File: config.mk
export PLATFORM = sky130hd
export DESIGN_NAME = pipelined_adder
export DESIGN_NICKNAME = d
export VERILOG_FILES = /design/src/rtl/pipelined_adder.sv
export SDC_FILE = /design/constraint.sdc
export NUM_CORES = 1
export LEC_CHECK = 0
export ABC_AREA = 0
export CORE_MARGIN = 2
export CORE_UTILIZATION = 47
export DETAILED_ROUTE_END_ITERATION = 12
export PLACE_DENSITY = 0.78
export SYNTH_ARGS = -nofsm -noshare
export SYNTH_HDL_FRONTEND = slang
export SYNTH_SLANG_ARGS = --single-unit
File: constraint.sdc
create_clock -name clk -period 2 [get_ports clk]
set_input_delay 0.4 -clock clk [delete_from_list [all_inputs] [get_ports clk]]
set_output_delay 0.4 -clock clk [all_outputs]
set_load 0.01 [all_outputs]
File: src/rtl/pipelined_adder.sv
// Segmented carry-ripple adder: one SEG-bit slice per stage with valid/ready flow control.
// Define PIPELINED_ADDER_OVF_EN to add the registered signed-overflow output ovf.
module pipelined_adder #(
   parameter int unsigned WIDTH = 8,
   parameter int unsigned SEG   = 4
) (
   input  logic             clk,
   input  logic             rst_n,
   input  logic [WIDTH-1:0] a,
   input  logic [WIDTH-1:0] b,
   input  logic             cin,
   input  logic             in_valid,
   output logic             in_ready,
   output logic [WIDTH-1:0] s,
   output logic             cout,
   output logic             out_valid,
   input  logic             out_ready
`ifdef PIPELINED_ADDER_OVF_EN
   ,
   output logic             ovf
`endif
);

   localparam int unsigned N = WIDTH / SEG;

   logic [WIDTH-1:0] a_q [N];
   logic [WIDTH-1:0] b_q [N];
   logic [WIDTH-1:0] s_q [N];
   logic             c_q [N];
   logic             v_q [N];
   logic             advance;

`ifdef PIPELINED_ADDER_OVF_EN
   logic ovf_q;
`endif

   assign advance   = !v_q[N-1] || out_ready;
   assign in_ready  = advance;
   assign s         = s_q[N-1];
   assign cout      = c_q[N-1];
   assign out_valid = v_q[N-1];

`ifdef PIPELINED_ADDER_OVF_EN
   assign ovf = ovf_q;
`endif

   for (genvar k = 0; k < N; k++) begin : g_stage
      logic [WIDTH-1:0] a_src;
      logic [WIDTH-1:0] b_src;
      logic [WIDTH-1:0] s_src;
      logic [WIDTH-1:0] s_d;
      logic             c_src;
      logic             v_src;
      logic [SEG:0]     seg_sum;

      if (k == 0) begin : g_head
         assign a_src = a;
         assign b_src = b;
         assign s_src = '0;
         assign c_src = cin;
         assign v_src = in_valid;
      end else begin : g_body
         assign a_src = a_q[k-1];
         assign b_src = b_q[k-1];
         assign s_src = s_q[k-1];
         assign c_src = c_q[k-1];
         assign v_src = v_q[k-1];
      end

      // Full operands travel with the transaction; each stage only rewrites its own slice of s.
      always_comb begin
         seg_sum = {1'b0, a_src[k*SEG +: SEG]} + {1'b0, b_src[k*SEG +: SEG]}
                   + {{SEG{1'b0}}, c_src};
         s_d = s_src;
         s_d[k*SEG +: SEG] = seg_sum[SEG-1:0];
      end

      always_ff @(posedge clk or negedge rst_n) begin
         if (!rst_n) begin
            v_q[k] <= 1'b0;
            a_q[k] <= '0;
            b_q[k] <= '0;
            s_q[k] <= '0;
            c_q[k] <= 1'b0;
         end else if (advance) begin
            v_q[k] <= v_src;
            a_q[k] <= a_src;
            b_q[k] <= b_src;
            s_q[k] <= s_d;
            c_q[k] <= seg_sum[SEG];
         end
      end

`ifdef PIPELINED_ADDER_OVF_EN
      if (k == N - 1) begin : g_ovf
         logic ovf_d;
         // Same-sign operands with a differently-signed sum equals carry-in XOR carry-out of the MSB.
         assign ovf_d = (a_src[WIDTH-1] == b_src[WIDTH-1]) && (s_d[WIDTH-1] != a_src[WIDTH-1]);

         always_ff @(posedge clk or negedge rst_n) begin
            if (!rst_n) begin
               ovf_q <= 1'b0;
            end else if (advance) begin
               ovf_q <= ovf_d;
            end
         end
      end
`endif
   end

endmodule
==> metrics.md <==
| Metric | Value |
|---|---|
| Status | `finished clean` |
| Final Hold Viols | `0` |
| Antenna Nets Post-Route | `0` |
| Synthesis Warnings | `0` |
| Critical Path End Type | `output port` |
| Worst r2r dst | `s[5]` |
| Grt total ovfl | `0` |
| P per Cell Area | `about 890 mW/mm^2` |
| Worst R2R Setup Slack | `between 400 and 500 ps` |
| Fmax | `519 MHz` |
| Max VDD drop | `approximately 0.56 mV` |
| EDFF count, synth | `0` |
| Pin count of the biggest net entering global routing | `28` |
| Crit-path max FO | `2` |
| Via density | `about 4.8` |
| Clk_lat worst skew | `slightly above 300 ps` |
| Post-CTS setup buffer count | `0` |
| Ant diodes | `0` |
| Worst reg2reg startpoint | `g_stage[1].a_src[4]` |
| Arr. time, crit path | `around 1500 ps` |
| Count leader, synth | `nand2_1` |
| CP Launch Point | `out_ready` |
| R2R cell count | `4` |
| CP required | `~1600 ps` |
| Net count reported at finish | `between 150 and 200` |
| CTS Sinks | `24` |
| Proportion of layout cells with a drive suffix above 1 | `slightly above 10%` |
| Part of the power in the clock network | `around 18%` |
| # Max-Cap Violations | `0` |
| Xor and xnor area share after synthesis | `between 2 and 2.5%` |
| CTS tree | `done` |
| Post-Route WL | `a little over 2000 um` |
| Yosys top cell by area | `dfrtp_1` |
| Simple-gate share of the synthesized area | `a little under a fifth` |
| Logic pwr share | `about a third` |
| Most Crowded Layer GR | `met2` |
| Post-DP Area | `0.00153 sq mm` |
| Worst-case clock buffer depth | `2` |
| Cell area after synthesis | `around 0.0012 sq mm` |
| Pleak | `between 0.7 and 0.8 nW` |
| Port Buffer Count | `31` |
| DR pass1 iterations | `4` |
| Cell Rows | `18` |
| Residual DRC | `0` |
| Syn Inst Count | `121` |
| GR Util All Layers | `between 10% and 20%` |
| First-iteration detailed-routing DRC count | `7` |
| Placer Congestion | `just over 0.8` |
| Sequential-to-total area share from yosys stat | `50.2%` |
| Psw | `0.000415 W` |
| Number of buffers created by CTS | `3` |
| Top FF cell, synth | `dfrtp_1` |
| Met2 global-route usage | `a little under a third` |
| Core Util, Final | `between 60 and 70%` |
| Mux share of post-synthesis cell area | `0%` |
| Slew Limit Fails | `0` |
| Hold crit path type | `in -> async` |
| FILL cells | `214` |
| GR met3 Demand/Resource | `3.55%` |
| CP Launch Type | `input port` |
| Final cycle utilization of the critical path | `96.3%` |
| WL/cell | `11.2 um` |
| Compound-cell area share of the yosys netlist | `9.73%` |
| Routing usage on met1 | `around a fifth` |
| Flip-flop and latch area | `between 600 and 700 sq um` |
| Synth cell count leaders | `nand2_1, dfrtp_1, inv_1, nor2_1, ha_1` |
| H-tree Lvls | `1` |
| Synth top area cells | `dfrtp_1, nand2_1, fa_1` |
| Combinational family with the most area after synthesis | `simple AND/OR/NAND/NOR gates` |
| First-pass GRT wire length | `roughly 3700 um` |
| Die width | `between 50 and 60 um` |
| CTS-repair resized insts | `0` |
| Setup Viol. Count Final | `0` |
| Io pins | `32` |
| Register share of total power | `approximately 47%` |
| Sw frac | `around 30%` |
| Total negative slack | `0 ps` |
| Clk slew on worst S/H paths | `130 ps` |
| Critical setup path kind | `in -> out` |
| DP Wirelength | `between 1500 and 2000 um` |
| Pint | `~0.001 W` |
| Final period demand of the worst path | `just under 2000 ps` |
| Hold-fix buffers, CTS | `0` |
| Unrepaired setup endpoints after global routing | `no` |
| Clk_skew | `around 6.6 ps` |
| Async SR Flop Fraction | `100%` |
| Chip height | `about 54 um` |
| Syn Nets | `around 150` |
| Critical Path Sink | `in_ready` |
| Synth Register Bits | `24` |
| Initial antenna violation count | `0` |
| Worst Max-Slew Pin Slew | `between 300 and 400 ps` |
| Area grow syn2layout | `30.5%` |
| Clk Tree Root Cell | `clkbuf_4` |
| Library cells used by synthesis | `19` |
| Synth Area per Inst | `around 10 sq um` |
| Core ar. | `between 0.002 and 0.0025 sq mm` |
| Area share of the largest cell type after synthesis | `around 50%` |
| Number of global-route vias before repair | `between 900 and 1000` |
| Relative slew margins | `about four fifths` |
| Die Area | `slightly below 0.003 sq mm` |
| Via count | `894` |
| Area of all placed cells without fillers | `0.00156 sq mm` |
| Multi-input gate area | `around 520 sq um` |
| Post-Synth Adder-Cell Area | `between 10% and 20%` |
| Starting Density | `48.7%` |
cell families (layout without fill, tap and decap cells):
kind of cell,after synthesis,after routing
compound gates,17,17
fa+ha+maj,10,10
simple gates,55,55
buf+inv,12,46
flops,24,24
xor+xnor,3,3
state kept, by name, summed over array words and instances, names as in the netlist:
name           count
cout               1
g_stage.a_src      4
g_stage.b_src      4
g_stage.c_src      1
g_stage.s_src      4
g_stage.v_src      1
out_valid          1
s                  8
final cells by class:
type,count,share of cell area (%)
flip-flops and latches,24,38.5
inverters,8,2.08
well taps,30,2.40
multi-input cells,85,33.4
repair buffers,34,21.3
clock buffers,4,2.32
routing by layer:
| metal | vias to the layer above | routed length (um) |
|---|---|---|
| met3 | 2 | 104 |
| met1 | 426 | 904 |
| met4 | 0 | 8 |
| met2 | 20 | 1050 |
| met5 | - | 0 |
| li1 | 446 | - |
per-stage QoR:
step / power (W) / instances / hold WS, ps / setup WS, ps
4_1_cts: 0.00141 / 185 / 435 / 68.1
2_1_floorplan: 0.000927 / 121 / 104 / 513
3_3_place_gp: 0.00114 / 181 / 439 / 44.0
5_1_grt: 0.00149 / 185 / 434 / 32.6
3_5_place_dp: 0.00116 / 181 / 450 / 11.5
6_report: 0.00139 / 185 / 436 / 73.2
cells in the final DEF, fill, tap and decap left out, types with 2 or more instances in the layout:
| cell | synthesis | layout |
|---|---|---|
| a21oi_1 | 2 | 2 |
| inv_1 | 7 | 7 |
| nor2_1 | 7 | 7 |
| ha_1 | 6 | 6 |
| a21oi_2 | 5 | 5 |
| nand2_1 | 44 | 44 |
| a21o_1 | 2 | 2 |
| nor2b_1 | 2 | 2 |
| buf_4 | 1 | 3 |
| dfrtp_1 | 24 | 24 |
| fa_1 | 4 | 4 |
| clkdlybuf4s50_1 | 0 | 31 |
| o21ai_0 | 5 | 5 |
| clkbuf_4 | 0 | 3 |
| xor2_1 | 3 | 3 |
| o21ai_2 | 2 | 2 |
critical path: stages:
cell	delay, ps
clkdlybuf4s50_1	500
nor2b_4	60
inv_4	50
clkdlybuf4s50_1	520
power groups by stage:
stage / Combinational, W / Clock (W) / Sequential (W)
2_1_floorplan: 0.000235 / 0 / 0.000692
3_3_place_gp: 0.000477 / 0 / 0.000662
3_5_place_dp: 0.000489 / 0 / 0.000667
4_1_cts: 0.000490 / 0.000263 / 0.000657
5_1_grt: 0.000544 / 0.000280 / 0.000670
6_report: 0.000482 / 0.000249 / 0.000655
how the worst min path moves through the flow:
stage | start | end
detailed placement | g_stage[1].v_src | g_stage[1].v_src
global route | rst_n | s[7]
floorplan | rst_n | cout
CTS | rst_n | s[7]
finish | rst_n | g_stage[1].a_src[7]
global placement | g_stage[1].v_src | out_valid
(Power assumes the default switching activity.)
==> variant 1: new RTL, config.mk and constraints unchanged <==
Add a define of `PIPELINED_ADDER_OVF_EN`.
--- a/src/rtl/pipelined_adder.sv
+++ b/src/rtl/pipelined_adder.sv
@@ -1,5 +1,7 @@
 // Segmented carry-ripple adder: one SEG-bit slice per stage with valid/ready flow control.
 // Define PIPELINED_ADDER_OVF_EN to add the registered signed-overflow output ovf.
+`define PIPELINED_ADDER_OVF_EN
+
 module pipelined_adder #(
    parameter int unsigned WIDTH = 8,
    parameter int unsigned SEG   = 4
Function (old outputs only; new: ovf): kept (equiv_simple and equiv_induct, registers matched by name and starting in step).
==> variant 1 against the original RTL <==
- power rose by 2.5%
- design area rose by 4.4%
- die area rose by 4.0%
- area after synthesis rose by 4.3%
- wire length rose by 18%
- synthesized cell count rose by 9.1%
- worst setup slack got worse by 25 ps
- sequential cell count rose by 1
- critical endpoint unchanged
- largest power group unchanged
- highest routed layer unchanged
==> variant 1: results (changes against the original RTL) <==
metric	value	unit	change
grt_max_degree	30		+7.1%
clk_pin_slew	140	ps	
numPortBuffers	32		+3.2%
crit_buf_inv	3		unchanged
dpl_worst_slack	21.72	ps	+10.22 ps
status	completed		
routedWlPerCell	12.39	microns	+11%
grt_usage	17.65	%	+0.38 points
grt_pass1_vias	1013		+8.6%
drive_gt1_share	6.627	%	-3.7 points
vias	987		+10%
nNetsFinal	198		+5.9%
seq_area_frac_synth	50.15	%	-0.059 points
slowest_delay	530	ps	
avgSynthCellArea	9.450	sq um	-4.4%
placed_cell_area	0.001603	sq mm	+5.1%
syn_nets	163		+7.2%
clockBufferDepth	2		unchanged
fillers	226		+5.6%
dp_hpwl	1884	microns	+17%
arrival	1550	ps	+20 ps
grt_use_met1	20.83	%	+1.6 points
ir_worst_vdd	496.8	uV	-11%
cts.htree.levels	1		unchanged
gp_congestion	0.7110		-13%
yosys-top-cells-count	44 x nand2_1, 25 x dfrtp_1, 9 x inv_1, 7 x a21oi_1, 7 x nor2_1		
met2_usage	33.16	%	+1.6 points
synth.distinct_cells	26		+7
placedCellCount	192		+6.1%
grt_pass1_wl	4395	microns	+20%
grt_util_met3	3.513	%	-0.039 points
p_leak	0.7925	nW	+4.1%
synthFlopType	dfrtp_1		
drtIter0Drc	6		-1
slew_headroom	78.76	%	-0.95 points
post_cts.repair.setup_buffers	0		unchanged
syn_to_final_growth	30.69	%	
finClkSkew	12.65	ps	+6.027 ps
vias_per_cell	5.036		+4.2%
largest_register_ff_count	8		unchanged
ys_top_cells_by_area	dfrtp_1 50%, nand2_1 13%, fa_1 6.4%		
==> variant 1: final timing paths <==
check	end	slack, ps	cells past startpoint
max in group asynchronous	g_stage[1].b_src[5]$_DFFE_PN0P_	1310	2
hold / removal	g_stage[1].s_src[1]$_DFFE_PN0P_	440	2
min in group clk	g_stage[1].v_src$_DFFE_PN0P_	480	2
setup reg to reg	s[5]$_DFFE_PN0P_	390	4
setup / recovery	in_ready	50	4
hold reg to reg	g_stage[1].v_src$_DFFE_PN0P_	480	2
==> variant 1: power by group <==
part,total [W],switching (W),leakage (nW),internal (W)
logic,0.000520,0.000240,0.478,0.000280
clock network,0.000219,0.000145,0.0177,0.0000745
registers,0.000682,0.0000630,0.297,0.000619
==> variant 1: logic make-up after synthesis <==
| kind of cell | Yosys count | share of synthesized area (%) |
|---|---|---|
| AO/OA/AOI/OAI | 21 | 10.83 |
| flip-flops | 25 | 50.15 |
| XOR/XNOR | 1 | 0.7022 |
| buffers and inverters | 15 | 5.014 |
| adder cells (fa/ha/maj) | 10 | 12.44 |
| multiplexers | 1 | 0.8024 |
| AND/OR/NAND/NOR | 59 | 20.06 |
==> variant 1: cell type report <==
| type | instances | area share (%) |
|---|---|---|
| flip-flops and latches | 25 | 38.37 |
| multi-input cells | 92 | 34.31 |
| repair buffers | 35 | 21.03 |
| inverters | 10 | 2.302 |
| well taps | 30 | 2.302 |
| clock buffers | 3 | 1.381 |
| clock inverters | 1 | 0.3070 |
==> variant 1: metal layers <==
layer / vias to the layer above / wire (microns) / share of wire, %
li1: 492 / - / -
met5: - / 0 / 0
met4: 0 / 13 / 0.54
met1: 466 / 999 / 41
met2: 27 / 1278 / 53
met3: 2 / 137 / 5.6
==> variant 2: new RTL, same settings <==
Made on the original files. `SEG`: 4 -> 2.
--- a/src/rtl/pipelined_adder.sv
+++ b/src/rtl/pipelined_adder.sv
@@ -2,7 +2,7 @@
 // Define PIPELINED_ADDER_OVF_EN to add the registered signed-overflow output ovf.
 module pipelined_adder #(
    parameter int unsigned WIDTH = 8,
-   parameter int unsigned SEG   = 4
+   parameter int unsigned SEG   = 2
 ) (
    input  logic             clk,
    input  logic             rst_n,
Check against the original RTL: not equivalent (a bounded check fails within 4 cycles, from zero or initial values and one cycle with rst_n low).
==> variant 2 against the original RTL <==
- design area increased by 79%
- wire length increased by 88%
- non-clock buffer count unchanged
- power increased to 2.8 times the old value
- synthesized cell count increased by 23%
- final cell count increased by 36%
- worst setup slack improved by 47 ps
- sequential cell count increased by 28
- critical path type is now flip-flop to output port
- largest power group unchanged
- largest cell class unchanged
- area after synthesis increased by 99%
==> variant 2: results (changes against the original RTL) <==
metric	value	unit	change
fin_area	0.002799	sq mm	+79%
status	completed		
drive_gt1_share	27.17	%	+17 points
routedWlPerCell	15.50	microns	+39%
cts-root-buf	clkbuf_8		
seqCellArea	0.001301	sq mm	+120%
dpl_worst_slack	-40.15	ps	-51.65 ps
non_clock_inverter_count	20		+12
slowest_delay	610	ps	+90 ps
arrival	1480	ps	-50 ps
num-multi-input-gates	70		-18%
syn_nets	178		+17%
clock-sinks	52		+120%
vias_per_cell	4.777		-1.1%
synth.distinct_cells	12		-7
slew_headroom	61.93	%	-18 points
fillers	389		+82%
r2r_start	g_stage[1].a_src[2]$_DFFE_PN0P_		
area_share_nonclk_buffers	12.70	%	-8.6 points
grt_util_met3	3.882	%	+0.33 points
clkCellAreaFrac	3.219	%	+0.89 points
path_max_fanout	11		+9
grt_pass1_wl	6637	microns	+81%
p_switching	0.001188	W	+190%
finClkSkew	5.118	ps	-1.501 ps
clk_pin_slew	80	ps	-50 ps
grt_usage	16.10	%	-1.2 points
synthMostInstantiatedCell	dfrtp_1		
ir_worst_vdd	645.2	uV	+16%
clkbuf_count	8		+4
multi_input_area	893.4	sq um	+71%
dp_hpwl	2651	microns	+65%
drtIter0Drc	103		+96
numCtsBuffers	5		+2
grt_pass1_vias	1341		+44%
-- variant 2: layer usage --
layer  part of all wire [%]  vias to the layer above
li1                       -                      549
met5                      0                        -
met4                    2.0                        0
met3                    4.0                        7
met2                     49                       30
met1                     45                      613
-- variant 2: power groups by stage --
stage,sequential (W),combinational [W],clock [W]
after floorplan,0.00176,0.00116,0
after global placement,0.00178,0.00148,0
after detailed placement,0.00181,0.00157,0
after CTS,0.00179,0.00159,0.000616
after global routing,0.00185,0.00172,0.000659
final,0.00179,0.00156,0.000597
-- variant 2: cell families after synthesis --
logic type / share of synthesized area (%)
DFF: 54.59
muxes: 25.20
AOI/OAI and AO/OA: 1.890
and+or+nand+nor: 3.674
adders and majority gates: 6.719
buffers and inverters: 7.926
-- variant 2: per-stage QoR --
| step | hold slack, ps | cells | utilization (%) | TNS [ps] |
|---|---|---|---|---|
| after floorplan | 104.4 | 149 | - | 0 |
| after global placement | 409.0 | 243 | 56.18 | -1.506 |
| after detailed placement | 434.3 | 243 | 56.18 | -40.15 |
| after CTS | 99.66 | 251 | 58.05 | 0 |
| after global routing | 125.1 | 251 | 58.10 | 0 |
| final | 84.31 | 251 | 58.10 | 0 |
-- variant 2: worst max path at each step --
stage | from | cells past startpoint | to | slack [ps]
floorplan | a[0] | 4 | g_stage[1].s_src[1]$_DFFE_PN0P_ | 490
global placement | a[0] | 5 | g_stage[1].s_src[1]$_DFFE_PN0P_ | -2
detailed placement | a[0] | 5 | g_stage[1].s_src[1]$_DFFE_PN0P_ | -40
CTS | out_ready | 3 | in_ready | 20
global route | out_valid$_DFFE_PN0P_ | 1 | out_valid | 10
finish | out_valid$_DFFE_PN0P_ | 1 | out_valid | 120
